===== config.mk =====
export PLATFORM = sky130hd
export DESIGN_NAME = div_ctrl
export DESIGN_NICKNAME = d
export VERILOG_FILES = /design/src/rtl/div_ctrl.sv
export SDC_FILE = /design/constraint.sdc
export NUM_CORES = 1
export LEC_CHECK = 0
export CORE_ASPECT_RATIO = 0.9
export CORE_MARGIN = 2
export CORE_UTILIZATION = 38
export DETAILED_ROUTE_END_ITERATION = 10
export GPL_TIMING_DRIVEN = 0
export PLACE_DENSITY = 0.78
export SYNTH_ARGS = -nofsm -noshare
export SYNTH_HDL_FRONTEND = slang
export SYNTH_SLANG_ARGS = --single-unit

===== constraint.sdc =====
create_clock -name clk -period 2.15 [get_ports clk]
set_clock_uncertainty 0.15 [all_clocks]
set_input_delay 0.645 -clock clk [delete_from_list [all_inputs] [get_ports clk]]
set_output_delay 0.645 -clock clk [all_outputs]
set_load 0.05 [all_outputs]

===== src/rtl/div_ctrl.sv =====
// EX-stage issue/completion controller for the iterative divider: latches operands, holds start until ready, writes HI/LO.
// Latency: set by div_ready_i (stall covers request + BUSY); flush cancels with a 3-cycle start-low guard before the next issue.
module div_ctrl (
   input  logic        clk,
   input  logic        resetn,
   input  logic        div_req_i,
   input  logic        div_signed_i,
   input  logic [31:0] div_op1_i,
   input  logic [31:0] div_op2_i,
   input  logic        flush_i,
   output logic        stall_o,
   output logic        div_start_o,
   output logic        div_annul_o,
   output logic        div_signed_o,
   output logic [31:0] div_op1_o,
   output logic [31:0] div_op2_o,
   input  logic [63:0] div_result_i,
   input  logic        div_ready_i,
   output logic [31:0] hi_o,
   output logic [31:0] lo_o,
   output logic        hilo_we_o
);

   typedef enum logic [1:0] {IDLE, BUSY, DONE, CANCEL} state_t;

   state_t     state_q, state_d;
   logic [1:0] guard_q, guard_d;
   logic       start_d;
   logic       annul_d;
   logic       load_ops;
   logic       capture;

   always_ff @(posedge clk or negedge resetn) begin
      if (!resetn) begin
         state_q      <= IDLE;
         guard_q      <= 2'd0;
         div_start_o  <= 1'b0;
         div_annul_o  <= 1'b0;
         div_signed_o <= 1'b0;
         div_op1_o    <= 32'd0;
         div_op2_o    <= 32'd0;
         hi_o         <= 32'd0;
         lo_o         <= 32'd0;
      end else begin
         state_q     <= state_d;
         guard_q     <= guard_d;
         div_start_o <= start_d;
         div_annul_o <= annul_d;
         if (load_ops) begin
            div_signed_o <= div_signed_i;
            div_op1_o    <= div_op1_i;
            div_op2_o    <= div_op2_i;
         end
         if (capture) begin
            hi_o <= div_result_i[63:32];
            lo_o <= div_result_i[31:0];
         end
      end
   end

   always_comb begin
      state_d   = state_q;
      guard_d   = guard_q;
      start_d   = div_start_o;
      annul_d   = 1'b0;
      load_ops  = 1'b0;
      capture   = 1'b0;
      stall_o   = 1'b0;
      hilo_we_o = 1'b0;
      case (state_q)
         IDLE: begin
            stall_o = div_req_i & ~flush_i;
            if (div_req_i && !flush_i) begin
               load_ops = 1'b1;
               start_d  = 1'b1;
               state_d  = BUSY;
            end
         end
         BUSY: begin
            stall_o = 1'b1;
            // flush wins over a same-cycle ready: the result is dropped
            if (flush_i) begin
               start_d = 1'b0;
               annul_d = 1'b1;
               guard_d = 2'd2;
               state_d = CANCEL;
            end else if (div_ready_i) begin
               capture = 1'b1;
               start_d = 1'b0;
               state_d = DONE;
            end
         end
         DONE: begin
            hilo_we_o = ~flush_i;
            state_d   = IDLE;
         end
         CANCEL: begin
            // annul alone may be ignored by the divider; the start-low window is what frees it
            stall_o = div_req_i;
            start_d = 1'b0;
            if (guard_q == 2'd0) state_d = IDLE;
            else                 guard_d = guard_q - 2'd1;
         end
         default: state_d = IDLE;
      endcase
   end

endmodule


# Word level (Yosys, flattened, before mapping)
# Index checks and enable logic that the tools add are counted.
[totals]
n_memories = 0
out_inout_bits = 133
in_bits = 134
latch_bits = 0
ramBits = 0
ff_bits = 135
rom_bits = 0
[classes]
n_div = 0
magnitude_cmp = 0
add_sub_neg = 1
n_reduce_logical = 9
n_eq_ne = 8
n_bitwise = 2
shifts = 0
mux = 21
mul = 0
[op_table]
columns = ["cell", "n"]
rows = [
  ["two-way mux 2 bit", 6],
  ["two-way mux 1 bit", 11],
  ["AND reduction 3 bit", 3],
  ["inequality test 2 bit (second input constant)", 4],
  ["one-hot mux 2 bit (4 select lines)", 1],
  ["one-hot mux 1 bit (3 select lines)", 2],
  ["== test 2 bit (second input constant)", 2],
  ["logical NOT 2 bit", 2],
  ["one-hot mux 2 bit (2 select lines)", 1],
  ["inequality test 3 bit (second input constant)", 1],
  ["nonzero test 3 bit", 1],
  ["== test 2 x 1 -> 1 bit (second input constant)", 1],
  ["nonzero test 2 bit", 1],
  ["subtractor 2 x 1 -> 2 bit (second input constant)", 1],
  ["bitwise AND 1 bit", 1],
  ["logical AND 1 bit", 1],
  ["logical NOT 1 bit", 1],
  ["NOT 1 bit", 1],
]

# Logic depth before layout (Yosys ltp)
# Gate-level depths: netlist of the first run.
[depth]
depth_word = 4
mapped_depth = 6
ltp_nobuf = 5

# Worst setup path before layout of the first run
# Ideal clock, no wire load.
[synth_timing]
path_kind = "in2out"
startpoint = "input port flush_i"
endpoint = "output port hilo_we_o"
path_slack_ns = -0.448
required_time_ns = 1.355
path_stages = 1
arrival_time_ns = 1.803
path_cell_list = "nor3b_1"
[synth_between]
elab_chain_len = 2
[synth_rtl]
columns = ["element", "line_no", "text"]
rows = [
  ["start, declared", "10", "input logic flush_i,"],
  ["NOT 1 bit", "94", "hilo_we_o = ~flush_i;"],
  ["two-way mux 1 bit", "70", "case (state_q)"],
  ["end, declared", "21", "output logic hilo_we_o"],
]
# No other way between the ends.

# Worst setup path after layout of the first run
[layout_timing]
startpoint = "register state_q[1]"
endpoint = "output port stall_o"
[layout_between]
elab_chain_len = 2
[layout_rtl]
columns = ["element", "line_no", "text"]
rows = [
  ["start, declared", "26", "state_t state_q, state_d;"],
  ["start signal, assigned", "45", "state_q <= state_d;"],
  ["== test 2 bit, or another cell as far along", "70", ""],
  ["one-hot mux 1 bit (3 select lines) (*)", "70", ""],
  ["end, declared", "11", "output logic stall_o,"],
]
# Every way passes the cells marked *; elsewhere a longest branch is shown, timed or not.

==> impl_metrics.json, run 1 <==
{
  "muxShareOfSynthArea_pct": 30.7,
  "yosysTopAreaCell": "dfrtp_1",
  "yosys.area_share.simple_pct": 1.58,
  "fin_crit_ns": 2.13,
  "placed_cell_area_um2": 8400,
  "async_reset_ff_share_pct": 100,
  "first_global_vias": 3923,
  "die_y_um": 118,
  "drtIter0Drc": 126,
  "outcome": "finished clean",
  "slew_headroom_pct": 57.0,
  "power-per-cell-area_nw_per_um2": 1830,
  "synthXorXnorAreaFrac_pct": 0,
  "die-area_um2": 15400,
  "clock.fmax_mhz": 469,
  "crit_path_start_kind": "flop",
  "synth_commonest_cells": "dfrtp_1, mux2_2, mux2_4",
  "finalWirelength_um": 13700,
  "cts_setup_buffers": 0,
  "yosys_warnings": 0,
  "cp.required_ns": 1.35,
  "yosysMostFrequentCell": "dfrtp_1",
  "stdcell_count": 800,
  "final_core_util_pct": 62.8,
  "num_vias": 3634,
  "ys_top_cells_by_area": "dfrtp_1, mux2_4, mux2_2",
  "dp.cells": 768,
  "cts_root_buf": "clkbuf_16",
  "start_util_pct": 38.9,
  "syn_avg_cell_area_um2": 17.7,
  "port_buffers": 266,
  "fin_tns_setup_ns": 0,
  "grt_pass1_wl_um": 21300,
  "ant_nets": 0,
  "syn_area_um2": 5460,
  "synth_top_family_by_area": "multiplexers",
  "route.detailed.drc": 0,
  "cts_hold_buf": 0,
  "p_leak_nw": 4.02,
  "viasPerCell": 4.54,
  "multi_input_area_um2": 1870,
  "io_pins": 267,
  "max_cap_viol_count": 0,
  "worst-endpoint-arrival_ns": 1.34,
  "synthAdderAreaFrac_pct": 0.229,
  "ys_ff_latch": 135,
  "synth_edf_count": 0,
  "cts_buffer_depth": 2,
  "antenna_found_initial": 0,
  "htree_levels": 4,
  "fp.coreArea_um2": 14100,
  "hold_class": "primary input to asynchronous set/reset pin",
  "crit_path_end_kind": "output port",
  "syn-num-nets": 443,
  "synth-compound-area-share_pct": 1.28,
  "ys_types": 23,
  "dr.pass1.iters": 4,
  "cts_buffers": 17,
  "slew_viol_final": 0,
  "stdcell_area_um2": 8830,
  "grt_start_max_net_pins": 70,
  "grt_overflow": 0,
  "ir_worst_vdd_uv": 1140,
  "rsz0062_at_grt": "yes",
  "place_congestion": 0.776,
  "clock_latency_ns": 0.40,
  "hold_violations": 0,
  "clkTransAtPathRegs_ns": 0.06,
  "avgRoutedWirePerCell_um": 17.1,
  "dp_hpwl_um": 10100,
  "fillers": 1109,
  "cts_tree": "yes",
  "drive_above_1_share_pct": 31.3,
  "synth_top_cell_area_share_pct": 61.8,
  "nets": 730,
  "synthFlopType": "dfrtp_1",
  "post-route-period-util_pct": 99.1,
  "ys_seq_area_share_pct": 61.8,
  "crit_path_max_fanout": 5,
  "worstMarginPinSlew_ns": 0.645,
  "syn_to_final_growth_pct": 61.6,
  "regArea_um2": 3380,
  "criticalPathCategory": "flop to output port",
  "row_count": 41,
  "setup_viol": 0,
  "cts_sinks": 135,
  "syn_inst": 308,
  "grt_usage_pct": 18.1,
  "antenna_cells": 0,
  "die_w_um": 130
}
power breakdown:
part | total [mW] | switching, mW | internal, mW
Combinational | 8.99 | 5.94 | 3.05
Clock | 2.69 | 1.02 | 1.67
Sequential | 4.47 | 0.645 | 3.83
Total | 16.2 | 7.61 | 8.55
critical path, stage by stage (launching register included):
cell      delay (ns)
dfrtp_1         0.36
buf_6           0.13
nand2b_4        0.05
a22o_4          0.24
buf_8           0.15
through the flow:
step	setup WS, ns	power, mW	hold WS, ns
6_report	0.0189	16.2	0.0824
5_1_grt	-0.0252	16.9	0.119
4_1_cts	-0.0311	16.3	0.101
3_5_place_dp	-0.967	14.4	0.344
3_3_place_gp	-4.81	14.2	0.340
2_1_floorplan	0.0440	11.0	0.199
routing by layer:
layer  wire length [um]  GRT usage [%]  share of wire, %
met1               5260           20.1                38
met2               6850           30.8                50
met3               1420           8.68                10
met4                178           5.32               1.3
met5                  0              0                 0
sequential cells by signal, summed over array words and instances (netlist names), 2 cells and up:
name,cells
state_q,2
div_op2_o,32
lo_o,32
guard_q,2
div_op1_o,32
hi_o,32
cells in the final DEF (no fill, tap or decap), types with 2 or more instances in the layout:
cell type,synthesis,layout
buf_12,7,7
buf_4,4,2
buf_6,5,9
clkbuf_1,0,3
clkbuf_16,0,17
clkbuf_2,0,3
clkbuf_8,0,3
clkdlybuf4s15_1,0,15
clkdlybuf4s50_1,0,130
clkinv_2,0,4
clkinvlp_4,0,2
dfrtp_1,135,135
dlygate4sd2_1,0,114
inv_1,3,3
mux2_2,69,69
mux2_4,60,60
nand2_1,5,5
nor2b_1,2,2
o21ai_0,4,4
logic make-up (layout without fill, tap and decap cells):
group / count (synthesis) / after routing
flip-flops: 135 / 135
multiplexers: 129 / 129
buffers and inverters: 19 / 318
AND/OR/NAND/NOR: 14 / 14
AO/OA/AOI/OAI: 10 / 10
adder cells (fa/ha/maj): 1 / 1
worst paths after layout:
path	start	end	slack, ns	cells past startpoint
max in group asynchronous	resetn	hi_o[22]	1.01	2
min reg2reg	div_op1_o[10]	div_op1_o[10]	0.35	1
min	resetn	hi_o[3]	0.08	1
max	state_q[1]	stall_o	0.02	4
min in group clk	div_op1_o[10]	div_op1_o[10]	0.35	1
max reg2reg	state_q[1]	div_op2_o[7]	0.33	6
timing repair:
action	in CTS	in global routing
cloned	0	1
setup endpoints to repair	133	19
resized for setup	151	24
pin swaps	2	0
layout make-up:
class	count	area share [%]
Buffer	16	2.65
Clock inverter	8	0.836
Clock buffer	23	5.41
Inverter	3	0.128
Timing Repair Buffer	268	28.8
Tap cell	193	2.73
Multi-Input combinational cell	154	21.1
Sequential cell	135	38.3
Power figures use the tool's default switching activity.
==> inputs of run 2 (changes only) <==
--- a/config.mk
+++ b/config.mk
@@ -11,6 +11,7 @@
 export DETAILED_ROUTE_END_ITERATION = 10
 export GPL_TIMING_DRIVEN = 0
 export PLACE_DENSITY = 0.78
+export REMOVE_ABC_BUFFERS = 1
 export SYNTH_ARGS = -nofsm -noshare
 export SYNTH_HDL_FRONTEND = slang
 export SYNTH_SLANG_ARGS = --single-unit
==> run 2 against run 1 <==
The flow now finishes with violations (negative setup slack). Critical endpoint unchanged. Final area fell by 1.2%. Sequential cell count unchanged. First-iteration DRC count decreased by 33%. Critical path depth unchanged. Combinational power shrank 2%. Clock power increased by 9.7%. Via count down 1.2%. Final cell count down 1.3%.
==> impl_metrics.json, run 2 (same netlist as run 1, synthesis figures left out) <==
{
  "outcome": "finished, violations left",
  "violations": "negative setup slack",
  "finalWirelength_um": 13600,
  "fillers": 1102,
  "max_cap_viol_count": 0,
  "stdcell_area_um2": 8720,
  "layout_setup_ws_ns": -0.00823,
  "worstMarginPinSlew_ns": 0.627,
  "crit_path_max_fanout": 6,
  "cts_buffer_depth": 2,
  "clock.fmax_mhz": 463,
  "route.detailed.drc": 0,
  "ir_worst_vdd_uv": 1070,
  "pwr-share-clk_pct": 18.0,
  "post-route-period-util_pct": 100,
  "critPathMaxStageDelay_ns": 0.24,
  "io_pins": 267,
  "p_sw_mw": 7.69,
  "cts_buffers": 17,
  "criticalPathCategory": "primary input to output port",
  "total_power_mw": 16.3,
  "slew_headroom_pct": 58.2,
  "setup_viol": 1,
  "grt_overflow": 0,
  "nets": 719,
  "fin_tns_setup_ns": -0.00823,
  "dr.pass1.iters": 4,
  "clkTransAtPathRegs_ns": 0.06,
  "hold_violations": 0,
  "pwr-share-comb_pct": 53.9,
  "final_common_cell": "dfrtp_1",
  "final_cell_mix": "dfrtp_1, clkdlybuf4s50_1, dlygate4sd2_1",
  "fp.coreArea_um2": 14100,
  "place_ws_ns": -0.960,
  "cp.required_ns": 1.35,
  "viasPerCell": 4.54,
  "rsz0062_at_grt": "yes",
  "cts_hold_buf": 0,
  "hold_class": "primary input to asynchronous set/reset pin",
  "cts_sinks": 135,
  "grt_start_max_net_pins": 69,
  "avgRoutedWirePerCell_um": 17.2,
  "final_core_util_pct": 62.0,
  "place_congestion": 0.760,
  "start_util_pct": 38.9,
  "die-area_um2": 15400,
  "fin_crit_ns": 2.16,
  "die_y_um": 118,
  "cts_tree": "yes",
  "regArea_um2": 3380,
  "power-per-cell-area_nw_per_um2": 1870,
  "drive_above_1_share_pct": 30.8,
  "switching_share_pct": 47.1,
  "crit_path_end_kind": "output port",
  "placed_cell_area_um2": 8170,
  "die_w_um": 130,
  "syn_to_final_growth_pct": 59.6,
  "dp.cells": 752,
  "slowest_stage": "clkdlybuf4s15_2",
  "crit_path_start_kind": "primary input",
  "antenna_cells": 0,
  "ant_nets": 0,
  "grt_pass1_wl_um": 20500,
  "worstRegToRegCells": 4,
  "slew_viol_final": 0,
  "port_buffers": 266,
  "dp_hpwl_um": 9610,
  "grt_usage_pct": 17.8,
  "num_vias": 3590,
  "internal_power_mw": 8.64,
  "stdcell_count": 790,
  "antenna_found_initial": 0,
  "p_leak_nw": 3.94,
  "seq_power_share_pct": 28.0,
  "cts_root_buf": "clkbuf_16",
  "multi_input_area_um2": 1890,
  "row_count": 41,
  "drtIter0Drc": 85,
  "path_cells": "clkdlybuf4s15_2, nor2_4, a22o_4, buf_8",
  "htree_levels": 4,
  "clock_latency_ns": 0.41,
  "hold_ws_ns": 0.0712,
  "worst-endpoint-arrival_ns": 1.36,
  "first_global_vias": 3828
}
run 2: cell count changes in the layout (fill, tap and decap cells not counted), moves of 3 or more:
cell | previous run | this run
buf_12 | 7 | 0
buf_6 | 9 | 2
clkbuf_8 | 3 | 0
clkdlybuf4s15_1 | 15 | 32
clkinv_4 | 1 | 5
dlygate4sd2_1 | 114 | 97
run 2: repair_timing:
item,in CTS,in global routing
pin swaps,4,2
endpoints found under the setup margin,262,58
buffers inserted,0,4
hold endpoints to repair,0,0
gates cloned,2,0
resized for setup,171,26
run 2: layout make-up:
class / instances / area share [%]
Inverter: 3 / 0.129
Clock buffer: 18 / 4.92
Sequential cell: 135 / 38.8
Multi-Input combinational cell: 156 / 21.6
Clock inverter: 14 / 2.02
Tap cell: 193 / 2.77
Timing Repair Buffer: 271 / 29.8
run 2: final timing paths:
path / to / slack, ns / start
max: stall_o / -0.008 / flush_i
min: div_op2_o[19] / 0.07 / resetn
max reg2reg: lo_o[0] / 0.08 / state_q[1]
min reg2reg: div_op2_o[6] / 0.35 / div_op2_o[6]
max in group asynchronous: state_q[1] / 1.05 / resetn
min in group clk: div_op2_o[6] / 0.35 / div_op2_o[6]
run 2: layer usage:
metal  vias to the layer above  wire length, um  GRT usage [%]
met3                        21             1580           7.41
met5                         -                0              0
met2                       200             6360           29.5
met1                      1729             5440           20.5
met4                         0              243           6.91
li1                       1640                -              -
run 2: power by group through the flow:
stage	registers (mW)	logic (mW)	clock network [mW]
floorplan	8.93	1.91	0
CTS	4.59	8.82	3.02
detailed placement	4.60	9.62	0
global placement	4.58	9.50	0
global route	4.75	9.12	3.13
finish	4.58	8.81	2.95
run 2: worst max-delay path: cells and delay by family:
family / cells / cell delay (ns)
buf+inv: 2 / 0.38
simple gates: 1 / 0.19
compound gates: 1 / 0.15
